$ cat config.mk
export PLATFORM = sky130hd
export DESIGN_NAME = branch_resolve_unit_flat
export DESIGN_NICKNAME = d
export VERILOG_FILES = /design/src/rtl/branch_resolve_unit_if.sv /design/src/rtl/branch_resolve_unit.sv /design/src/flat_wrapper.sv
export SDC_FILE = /design/constraint.sdc
export NUM_CORES = 1
export LEC_CHECK = 0
export CORE_MARGIN = 3
export CORE_UTILIZATION = 40
export CTS_BUF_LIST = sky130_fd_sc_hd__clkbuf_8
export DETAILED_ROUTE_END_ITERATION = 8
export GPL_TIMING_DRIVEN = 0
export PLACE_DENSITY = 0.69
export SLEW_MARGIN = 20
export SYNTH_ARGS = -nofsm -noshare
export SYNTH_HDL_FRONTEND = slang
export SYNTH_SLANG_ARGS = --single-unit
$ cat constraint.sdc
create_clock -name clk -period 4.5 [get_ports clk]
set_input_delay 0.45 -clock clk [delete_from_list [all_inputs] [get_ports clk]]
set_output_delay 0.45 -clock clk [all_outputs]
set_load 0.01 [all_outputs]
$ cat src/rtl/branch_resolve_unit_if.sv
// rtl/branch_resolve_unit_if.sv - branch op encoding and request/result bundle for the branch resolve unit
package branch_resolve_pkg;
  localparam int BRANCH_SEL_LENGTH = 3;
  typedef logic [BRANCH_SEL_LENGTH-1:0] branch_sel_t;

  // Encodings follow the RV32I branch funct3 field so decode can pass it straight through.
  localparam branch_sel_t OP_BEQ      = 3'b000;
  localparam branch_sel_t OP_BNE      = 3'b001;
  localparam branch_sel_t OP_BUNKNOWN = 3'b010;
  localparam branch_sel_t OP_BLT      = 3'b100;
  localparam branch_sel_t OP_BGE      = 3'b101;
  localparam branch_sel_t OP_BLTU     = 3'b110;
  localparam branch_sel_t OP_BGEU     = 3'b111;
endpackage

interface branch_resolve_unit_if #(
  parameter int XLEN = 32
);
  import branch_resolve_pkg::*;

  logic            in_valid;
  logic            in_ready;
  branch_sel_t     in_sel;
  logic [XLEN-1:0] in_rs1;
  logic [XLEN-1:0] in_rs2;
  logic [XLEN-1:0] in_pc;
  logic [XLEN-1:0] in_imm;
  logic            in_pred_taken;
  logic [XLEN-1:0] in_pred_target;

  logic            out_valid;
  logic            out_ready;
  logic            out_taken;
  logic [XLEN-1:0] out_next_pc;
  logic            out_mispredict;
  logic            out_illegal;

  modport master (
    output in_valid, in_sel, in_rs1, in_rs2, in_pc, in_imm, in_pred_taken, in_pred_target,
    output out_ready,
    input  in_ready,
    input  out_valid, out_taken, out_next_pc, out_mispredict, out_illegal
  );

  modport slave (
    input  in_valid, in_sel, in_rs1, in_rs2, in_pc, in_imm, in_pred_taken, in_pred_target,
    input  out_ready,
    output in_ready,
    output out_valid, out_taken, out_next_pc, out_mispredict, out_illegal
  );
endinterface

$ cat src/rtl/branch_resolve_unit.sv
// rtl/branch_resolve_unit.sv - pipelined branch compare, next-PC and mispredict check with retire counters
module branch_resolve_unit
  import branch_resolve_pkg::*;
#(
  parameter int XLEN   = 32,
  parameter int STAGES = 1,
  parameter int CNT_W  = 32
) (
  input  logic                 clk,
  input  logic                 rst,
  input  logic                 flush_in,
  branch_resolve_unit_if.slave bus,
  output logic [CNT_W-1:0]     branch_count,
  output logic [CNT_W-1:0]     mispredict_count
);

  logic            valid_q [STAGES];
  logic            valid_d [STAGES];
  logic            taken_q [STAGES];
  logic            taken_d [STAGES];
  logic            mis_q   [STAGES];
  logic            mis_d   [STAGES];
  logic            ill_q   [STAGES];
  logic            ill_d   [STAGES];
  logic [XLEN-1:0] npc_q   [STAGES];
  logic [XLEN-1:0] npc_d   [STAGES];

  logic [CNT_W-1:0] bcnt_q, bcnt_d;
  logic [CNT_W-1:0] mcnt_q, mcnt_d;

  logic            stall, squash, retire, accept;
  logic            eq, lt_s, lt_u;
  logic            eval_taken, eval_ill, eval_mis;
  logic [XLEN-1:0] eval_npc;

  assign bus.out_valid      = valid_q[STAGES-1];
  assign bus.out_taken      = taken_q[STAGES-1];
  assign bus.out_next_pc    = npc_q[STAGES-1];
  assign bus.out_mispredict = mis_q[STAGES-1];
  assign bus.out_illegal    = ill_q[STAGES-1];
  assign branch_count       = bcnt_q;
  assign mispredict_count   = mcnt_q;

  assign stall        = bus.out_valid && !bus.out_ready;
  assign squash       = bus.out_valid && bus.out_ready && bus.out_mispredict && !flush_in;
  assign retire       = bus.out_valid && bus.out_ready && !flush_in;
  assign bus.in_ready = !stall && !flush_in && !squash;
  assign accept       = bus.in_valid && bus.in_ready;

  always_comb begin
    eq         = (bus.in_rs1 == bus.in_rs2);
    lt_s       = ($signed(bus.in_rs1) < $signed(bus.in_rs2));
    lt_u       = (bus.in_rs1 < bus.in_rs2);
    eval_taken = 1'b0;
    eval_ill   = 1'b0;
    case (bus.in_sel)
      OP_BEQ:  eval_taken = eq;
      OP_BNE:  eval_taken = !eq;
      OP_BLT:  eval_taken = lt_s;
      OP_BGE:  eval_taken = !lt_s;
      OP_BLTU: eval_taken = lt_u;
      OP_BGEU: eval_taken = !lt_u;
      default: eval_ill   = 1'b1;
    endcase
    eval_npc = eval_taken ? (bus.in_pc + bus.in_imm) : (bus.in_pc + XLEN'(4));
    eval_mis = !eval_ill &&
               ((eval_taken != bus.in_pred_taken) || (eval_npc != bus.in_pred_target));
  end

  // A squash leaves nothing valid: younger stages are killed and the front stage
  // cannot accept because in_ready is low that cycle.
  always_comb begin
    valid_d = valid_q;
    taken_d = taken_q;
    mis_d   = mis_q;
    ill_d   = ill_q;
    npc_d   = npc_q;
    if (flush_in) begin
      for (int i = 0; i < STAGES; i++) valid_d[i] = 1'b0;
    end else if (!stall) begin
      valid_d[0] = accept;
      if (accept) begin
        taken_d[0] = eval_taken;
        mis_d[0]   = eval_mis;
        ill_d[0]   = eval_ill;
        npc_d[0]   = eval_npc;
      end
      for (int i = 1; i < STAGES; i++) begin
        valid_d[i] = valid_q[i-1] && !squash;
        if (valid_q[i-1]) begin
          taken_d[i] = taken_q[i-1];
          mis_d[i]   = mis_q[i-1];
          ill_d[i]   = ill_q[i-1];
          npc_d[i]   = npc_q[i-1];
        end
      end
    end
  end

  always_comb begin
    bcnt_d = bcnt_q;
    mcnt_d = mcnt_q;
    if (retire && (bcnt_q != '1)) bcnt_d = bcnt_q + CNT_W'(1);
    if (retire && bus.out_mispredict && (mcnt_q != '1)) mcnt_d = mcnt_q + CNT_W'(1);
  end

  always_ff @(posedge clk) begin
    if (rst) begin
      for (int i = 0; i < STAGES; i++) begin
        valid_q[i] <= 1'b0;
        taken_q[i] <= 1'b0;
        mis_q[i]   <= 1'b0;
        ill_q[i]   <= 1'b0;
        npc_q[i]   <= '0;
      end
      bcnt_q <= '0;
      mcnt_q <= '0;
    end else begin
      valid_q <= valid_d;
      taken_q <= taken_d;
      mis_q   <= mis_d;
      ill_q   <= ill_d;
      npc_q   <= npc_d;
      bcnt_q  <= bcnt_d;
      mcnt_q  <= mcnt_d;
    end
  end

endmodule

$ cat src/flat_wrapper.sv
// flat-port wrapper written by rule: the top's interface ports become plain ports
module branch_resolve_unit_flat import branch_resolve_pkg::*;
#(
  parameter int XLEN   = 32,
  parameter int STAGES = 1,
  parameter int CNT_W  = 32
)
  (clk, rst, flush_in, branch_count, mispredict_count, bus_in_valid, bus_in_sel, bus_in_rs1, bus_in_rs2, bus_in_pc, bus_in_imm, bus_in_pred_taken, bus_in_pred_target, bus_out_ready, bus_in_ready, bus_out_valid, bus_out_taken, bus_out_next_pc, bus_out_mispredict, bus_out_illegal);
  branch_resolve_unit_if #(.XLEN(XLEN)) bus_i ();
  input  logic clk;
  input  logic rst;
  input  logic flush_in;
  output logic [CNT_W-1:0] branch_count;
  output logic [CNT_W-1:0] mispredict_count;
  input wire logic [$bits(bus_i.in_valid)-1:0] bus_in_valid;
  input wire logic [$bits(bus_i.in_sel)-1:0] bus_in_sel;
  input wire logic [$bits(bus_i.in_rs1)-1:0] bus_in_rs1;
  input wire logic [$bits(bus_i.in_rs2)-1:0] bus_in_rs2;
  input wire logic [$bits(bus_i.in_pc)-1:0] bus_in_pc;
  input wire logic [$bits(bus_i.in_imm)-1:0] bus_in_imm;
  input wire logic [$bits(bus_i.in_pred_taken)-1:0] bus_in_pred_taken;
  input wire logic [$bits(bus_i.in_pred_target)-1:0] bus_in_pred_target;
  input wire logic [$bits(bus_i.out_ready)-1:0] bus_out_ready;
  output wire logic [$bits(bus_i.in_ready)-1:0] bus_in_ready;
  output wire logic [$bits(bus_i.out_valid)-1:0] bus_out_valid;
  output wire logic [$bits(bus_i.out_taken)-1:0] bus_out_taken;
  output wire logic [$bits(bus_i.out_next_pc)-1:0] bus_out_next_pc;
  output wire logic [$bits(bus_i.out_mispredict)-1:0] bus_out_mispredict;
  output wire logic [$bits(bus_i.out_illegal)-1:0] bus_out_illegal;
  assign bus_i.in_valid = bus_in_valid;
  assign bus_i.in_sel = bus_in_sel;
  assign bus_i.in_rs1 = bus_in_rs1;
  assign bus_i.in_rs2 = bus_in_rs2;
  assign bus_i.in_pc = bus_in_pc;
  assign bus_i.in_imm = bus_in_imm;
  assign bus_i.in_pred_taken = bus_in_pred_taken;
  assign bus_i.in_pred_target = bus_in_pred_target;
  assign bus_i.out_ready = bus_out_ready;
  assign bus_in_ready = bus_i.in_ready;
  assign bus_out_valid = bus_i.out_valid;
  assign bus_out_taken = bus_i.out_taken;
  assign bus_out_next_pc = bus_i.out_next_pc;
  assign bus_out_mispredict = bus_i.out_mispredict;
  assign bus_out_illegal = bus_i.out_illegal;
  branch_resolve_unit #(.XLEN(XLEN), .STAGES(STAGES), .CNT_W(CNT_W)) u_core (.clk(clk), .rst(rst), .flush_in(flush_in), .bus(bus_i), .branch_count(branch_count), .mispredict_count(mispredict_count));
endmodule
=== Yosys cells after proc, flatten, opt, wreduce, memory -nomap -nowiden ===
Index checks and enable logic that the tools add are counted.

* Register bits after elaboration: 100
* Output and inout bits: 101
* Word-level logic and storage cells: 52
* Input port bits: 169

* Reductions and logical operators: 24
* Muxes and demuxes: 3
* Add/subtract/negate cells: 4
* Bitwise logic cells: 2
* Magnitude comparators: 2
* Equality and inequality tests: 10

{| class="wikitable"
|+ Operators with widths
! cell !! count
|-
| adder 32 x 1 -> 32 bit (second input constant) || 2
|-
| < comparator 32 bit || 2
|-
| inequality test 32 bit (second input constant) || 2
|-
| adder 32 x 3 -> 32 bit (second input constant) || 1
|-
| adder 32 bit || 1
|-
| equality test 32 bit || 1
|-
| two-way mux 32 bit || 1
|-
| inequality test 32 bit || 1
|-
| equality test 3 bit (second input constant) || 4
|-
| logical AND 1 bit || 12
|-
| zero test 1 bit || 7
|-
| one-hot mux 1 bit (6 select lines) || 1
|-
| OR reduction 6 bit || 1
|-
| equality test 3 x 1 -> 1 bit (second input constant) || 1
|-
| zero test 3 bit || 1
|-
| AND reduction 3 bit || 1
|-
| inverter 1 bit || 2
|-
| OR reduction 2 bit || 1
|-
| logical OR 1 bit || 1
|-
| two-way mux 1 bit || 1
|-
| inequality test 1 bit || 1
|}

=== Logic depth before layout (Yosys ltp) ===
* Word-level depth: 7
* Depth in mapped cells: 15
* Mapped depth without buffers: 13

=== Worst setup path before layout ===
OpenSTA, ideal clock, no wires.

* Path kind: input -> register
* Start: input port bus_in_imm[0]
* End: register u_core.mis_q, in the netlist u_core.bus.out_mispredict
* Stages: 13
* Path slack: 858 ps
* Path buffers: 0
* Arrival time: 3569 ps
* Data required time: 4427 ps
* Path through: ha_1 > fa_1 > a21o_1 > a221o_2 > a32oi_2 > a41oi_2 > or2_4 > a32o_1 > o31a_1 > o32a_1 > and4_4 > o2111a_1 > nor3_2

* Word-level cells in the longest chain between the ends: 5

{| class="wikitable"
|+ Ends and longest elaborated chain
! element !! line !! RTL
|-
| start, declared || flat_wrapper.sv:20 || <nowiki>input wire logic [$bits(bus_i.in_imm)-1:0] bus_in_imm;</nowiki>
|-
| adder 32 bit || branch_resolve_unit.sv:65 || <nowiki>eval_npc = eval_taken ? (bus.in_pc + bus.in_imm) : (bus.in_pc + XLEN'(4));</nowiki>
|-
| two-way mux 32 bit || branch_resolve_unit.sv:65 ||
|-
| inequality test 32 bit || branch_resolve_unit.sv:67 || <nowiki>((eval_taken != bus.in_pred_taken) || (eval_npc != bus.in_pred_target));</nowiki>
|-
| logical OR 1 bit || branch_resolve_unit.sv:67 ||
|-
| logical AND 1 bit || branch_resolve_unit.sv:66 || <nowiki>eval_mis = !eval_ill &&</nowiki>
|-
| end signal, assigned || branch_resolve_unit.sv:121 || <nowiki>mis_q <= mis_d;</nowiki>
|-
| end, declared || branch_resolve_unit.sv:21 || <nowiki>logic mis_q [STAGES];</nowiki>
|}

No other way between the ends.
A chain may end at the register's enable or synchronous reset.

=== Final worst setup path ===
* Start: input port bus_in_rs2[23]
* End: register u_core.mis_q, in the netlist u_core.bus.out_mispredict

* Word-level cells in the longest chain between the ends: 7
* Elaborated cells on any way between the ends: 12
* Those cells by class: order compare: 2; eq/ne: 3; mux: 2; reduce/logical: 5

{| class="wikitable"
|+ Ends and longest elaborated chain
! element !! line !! RTL
|-
| start, declared || flat_wrapper.sv:18 || <nowiki>input wire logic [$bits(bus_i.in_rs2)-1:0] bus_in_rs2;</nowiki>
|-
| < comparator 32 bit (tied with other cells) || branch_resolve_unit.sv:53 || <nowiki>lt_u = (bus.in_rs1 < bus.in_rs2);</nowiki>
|-
| zero test 1 bit (on tied branches) || branch_resolve_unit.sv:62, branch_resolve_unit.sv:58, branch_resolve_unit.sv:60 ||
|-
| one-hot mux 1 bit (6 select lines) (*) || branch_resolve_unit.sv:56 || <nowiki>case (bus.in_sel)</nowiki>
|-
| two-way mux 32 bit || branch_resolve_unit.sv:65 ||
|-
| inequality test 32 bit || branch_resolve_unit.sv:67 ||
|-
| logical OR 1 bit (*) || branch_resolve_unit.sv:67 ||
|-
| logical AND 1 bit (*) || branch_resolve_unit.sv:66 ||
|}

Every way passes the cells marked *; elsewhere a longest branch is shown, timed or not.

==> flow_metrics.py <==
metrics = {
    "status": {
        "outcome": "finished clean",
    },
    "yosys": {
        "syn_avg_cell_area_um2": 7.90,
        "ys_types": 86,
        "synth_top_area_frac": 0.237,
        "ys.flop_type": "dfxtp_1",
        "async_flop_share": 0,
        "synth_commonest_cells": "nor2_1, dfxtp_1, nand2_1, xor2_1, ha_1",
        "syn_nets": 1303,
        "synth-seq-cells": 100,
        "yosysMostFrequentCell": "nor2_1",
        "yosysSeqAreaShare": 0.237,
        "yosys_warnings": 0,
        "synthTopCellsByArea": "dfxtp_1, ha_1, xor2_1",
        "synthCells": 1067,
        "synth_edf_count": 0,
        "yosys.area.top_type": "dfxtp_1",
        "synth_area_mm2": 0.00843,
    },
    "setup_path": {
        "timing.rr.end": "u_core.branch_count[26]$_SDFFE_PP0P_",
        "crit_fanout": 10,
        "worstSetupPathDepth": 16,
        "rrSetupSlack_ns": 1.45,
        "crit_arrival_ns": 4.60,
        "crit_start": "bus_in_rs2[23]",
        "crit_type": "in2reg",
        "reg2reg_from": "u_core.branch_count[15]$_SDFFE_PP0P_",
        "worstSetupEndpointType": "flip-flop",
        "ff2ff_path_depth": 10,
        "cp_cell_sequence": "clkdlybuf4s50_1 -> inv_1 -> ha_1 -> nand4_1 -> or4_1 -> or4_1 -> a21oi_1 -> a21oi_1 -> nand3_2 -> buf_4 -> buf_2 -> mux2i_1 -> o2111ai_1 -> nor4_2 -> o2111a_1 -> nor3_2",
        "cp_slowest_stage_delay_ns": 0.63,
        "critPathSlowestCell": "or4_1",
        "worstSetupStartpointType": "input pin",
        "cp.buffers_inverters": 4,
        "endpoint": "u_core.bus.out_mispredict$_SDFFE_PP0P_",
        "required_ns": 4.76,
        "path_delay_family": "simple AND/OR/NAND/NOR gates",
    },
    "clock_tree": {
        "cts-buffers-inserted": 9,
        "clock_latency_ns": 0.37,
        "cts_buffer_depth": 2,
        "h-tree-depth": 3,
        "cts_setup_buffers": 0,
        "cts_tree": "yes",
        "clock-sinks": 100,
        "clock-root-buffer": "clkbuf_8",
        "clkSlewWorstSetupHoldPaths_ns": 0.09,
    },
    "sta": {
        "report.final.slew_viol_count": 0,
        "period_share": 0.963,
        "hold_slack_ns": 0.455,
        "worst_pin_slew_ns": 0.834,
        "fmax_mhz": 231,
        "hold_viol": 0,
        "finalCriticalPeriod_ns": 4.33,
        "rsz0062_at_grt": "false",
        "final-setup-viol-count": 0,
        "max_slew_margin": 0.439,
        "worst_clock_skew_ns": 0.00984,
    },
    "global_route": {
        "busiest_layer": "met2",
        "grt_antenna_before_repair": 0,
        "grt_max_degree": 19,
        "grt.met1_usage": 0.317,
        "grtUsageMet2": 0.415,
        "first_global_vias": 8368,
        "grt.overflow.total": 0,
        "grt_first_pass_wirelength_um": 43600,
        "grtUsageTotal": 0.240,
        "grtUsageMet3": 0.0290,
    },
    "placed_design": {
        "io_buffers": 268,
        "dp_hpwl_um": 24200,
        "gp_congestion": 0.945,
    },
    "floorplan": {
        "dieArea_mm2": 0.0229,
        "num_io_pins": 270,
        "fp.dieW_um": 151,
        "start_util": 0.411,
        "core_area_mm2": 0.0205,
        "die_y_um": 151,
        "rows": 52,
    },
    "detailed_routing": {
        "postRouteAntennaNets": 0,
        "wl_um": 28300,
        "drc": 0,
        "drt-initial-drc-count": 405,
        "dr.pass1.iters": 5,
        "num_vias": 8792,
        "routed_via_density": 5.42,
        "wl_per_cell_um": 17.5,
    },
    "pwr": {
        "total_power_w": 0.00242,
        "leakage_nw": 4.48,
        "pwr_density_cell_mw_per_mm2": 208,
        "ir_worst_vdd_mv": 0.113,
    },
    "final_layout": {
        "multi_input_area_mm2": 0.00604,
        "utilization": 0.568,
        "n_antenna_cell": 0,
        "fin_nets": 1582,
        "fill_cells": 1994,
        "seqCellArea_mm2": 0.00200,
        "area_growth_pct": 38.1,
        "drive_above_1_share": 0.0422,
    },
    "min_path": {
        "hold_class": "reg2reg",
    },
    "run": {
        "cap_violations": 0,
    },
}
-- cell usage in the layout, fill, tap and decap left out, types with 39 or more instances in the layout --
cell | synthesis | final
a21oi_1 | 63 | 63
clkdlybuf4s50_1 | 0 | 268
dfxtp_1 | 100 | 100
ha_1 | 66 | 66
inv_1 | 53 | 53
nand2_1 | 83 | 83
nand3_1 | 42 | 42
nand4_1 | 39 | 39
nor2_1 | 150 | 150
xnor2_1 | 60 | 60
xor2_1 | 75 | 75
-- timing repair --
item	4_1_cts	5_1_grt
resized for setup	0	2
setup endpoints to repair	0	1
hold buffers	0	0
-- report_power, final --
part / switching (W) / leakage, nW / internal [W]
Clock: 0.000334 / 0.0946 / 0.000209
Sequential: 0.0000152 / 0.811 / 0.000908
Combinational: 0.000501 / 3.58 / 0.000457
-- cell type report --
| type | count | area share |
|---|---|---|
| inverters | 53 | 0.0171 |
| repair buffers | 268 | 0.230 |
| clock inverters | 7 | 0.00495 |
| flip-flops and latches | 100 | 0.172 |
| multi-input cells | 879 | 0.519 |
| plain buffers | 35 | 0.0167 |
| clock buffers | 9 | 0.0106 |
| well taps | 270 | 0.0290 |
-- worst min-delay path by stage --
stage	startpoint	end	depth (start not counted)
floorplan	u_core.bus.out_next_pc[12]$_SDFFE_PP0P_	u_core.bus.out_next_pc[12]$_SDFFE_PP0P_	2
global placement	u_core.bus.out_next_pc[12]$_SDFFE_PP0P_	u_core.bus.out_next_pc[12]$_SDFFE_PP0P_	2
detailed placement	u_core.bus.out_next_pc[20]$_SDFFE_PP0P_	u_core.bus.out_next_pc[20]$_SDFFE_PP0P_	2
CTS	u_core.bus.out_next_pc[20]$_SDFFE_PP0P_	u_core.bus.out_next_pc[20]$_SDFFE_PP0P_	2
global route	u_core.bus.out_next_pc[12]$_SDFFE_PP0P_	u_core.bus.out_next_pc[12]$_SDFFE_PP0P_	2
finish	u_core.bus.out_next_pc[20]$_SDFFE_PP0P_	u_core.bus.out_next_pc[20]$_SDFFE_PP0P_	2
-- registers in the layout, summed over array words and instances (netlist names) --
signal                     flops
u_core.branch_count           32
u_core.bus.out_illegal         1
u_core.bus.out_mispredict      1
u_core.bus.out_next_pc        32
u_core.bus.out_taken           1
u_core.bus.out_valid           1
u_core.mispredict_count       32
-- layer usage --
| layer | vias to the layer above | part of all wire |
|---|---|---|
| li1 | 4390 | - |
| met1 | 4040 | 0.43 |
| met2 | 318 | 0.48 |
| met3 | 44 | 0.064 |
| met4 | 0 | 0.021 |
| met5 | - | 0 |
-- cells by family after synthesis --
| kind of cell | after synthesis | share of synthesized area |
|---|---|---|
| mux | 25 | 0.0304 |
| fa+ha+maj | 67 | 0.100 |
| xor+xnor | 141 | 0.157 |
| flops | 100 | 0.237 |
| buf+inv | 88 | 0.0466 |
| compound gates | 209 | 0.171 |
| simple gates | 437 | 0.257 |
-- tightest hold or removal path, cell delays in order, from the launching register on --
cell	delay, ns
dfxtp_1	0.32
nand2_1	0.05
a21oi_1	0.05
-- per-stage QoR --
step / setup slack (ns) / TNS, ns / instance area, um^2 / cells
after floorplan: 0.858 / 0 / 8430 / 1067
after global placement: -0.408 / -0.408 / 11400 / 1605
after detailed placement: -0.332 / -0.332 / 11400 / 1605
after CTS: 0.0795 / 0 / 11600 / 1621
after global routing: 0.0297 / 0 / 11600 / 1621
final: 0.166 / 0 / 11600 / 1621
(Power assumes the default switching activity.)
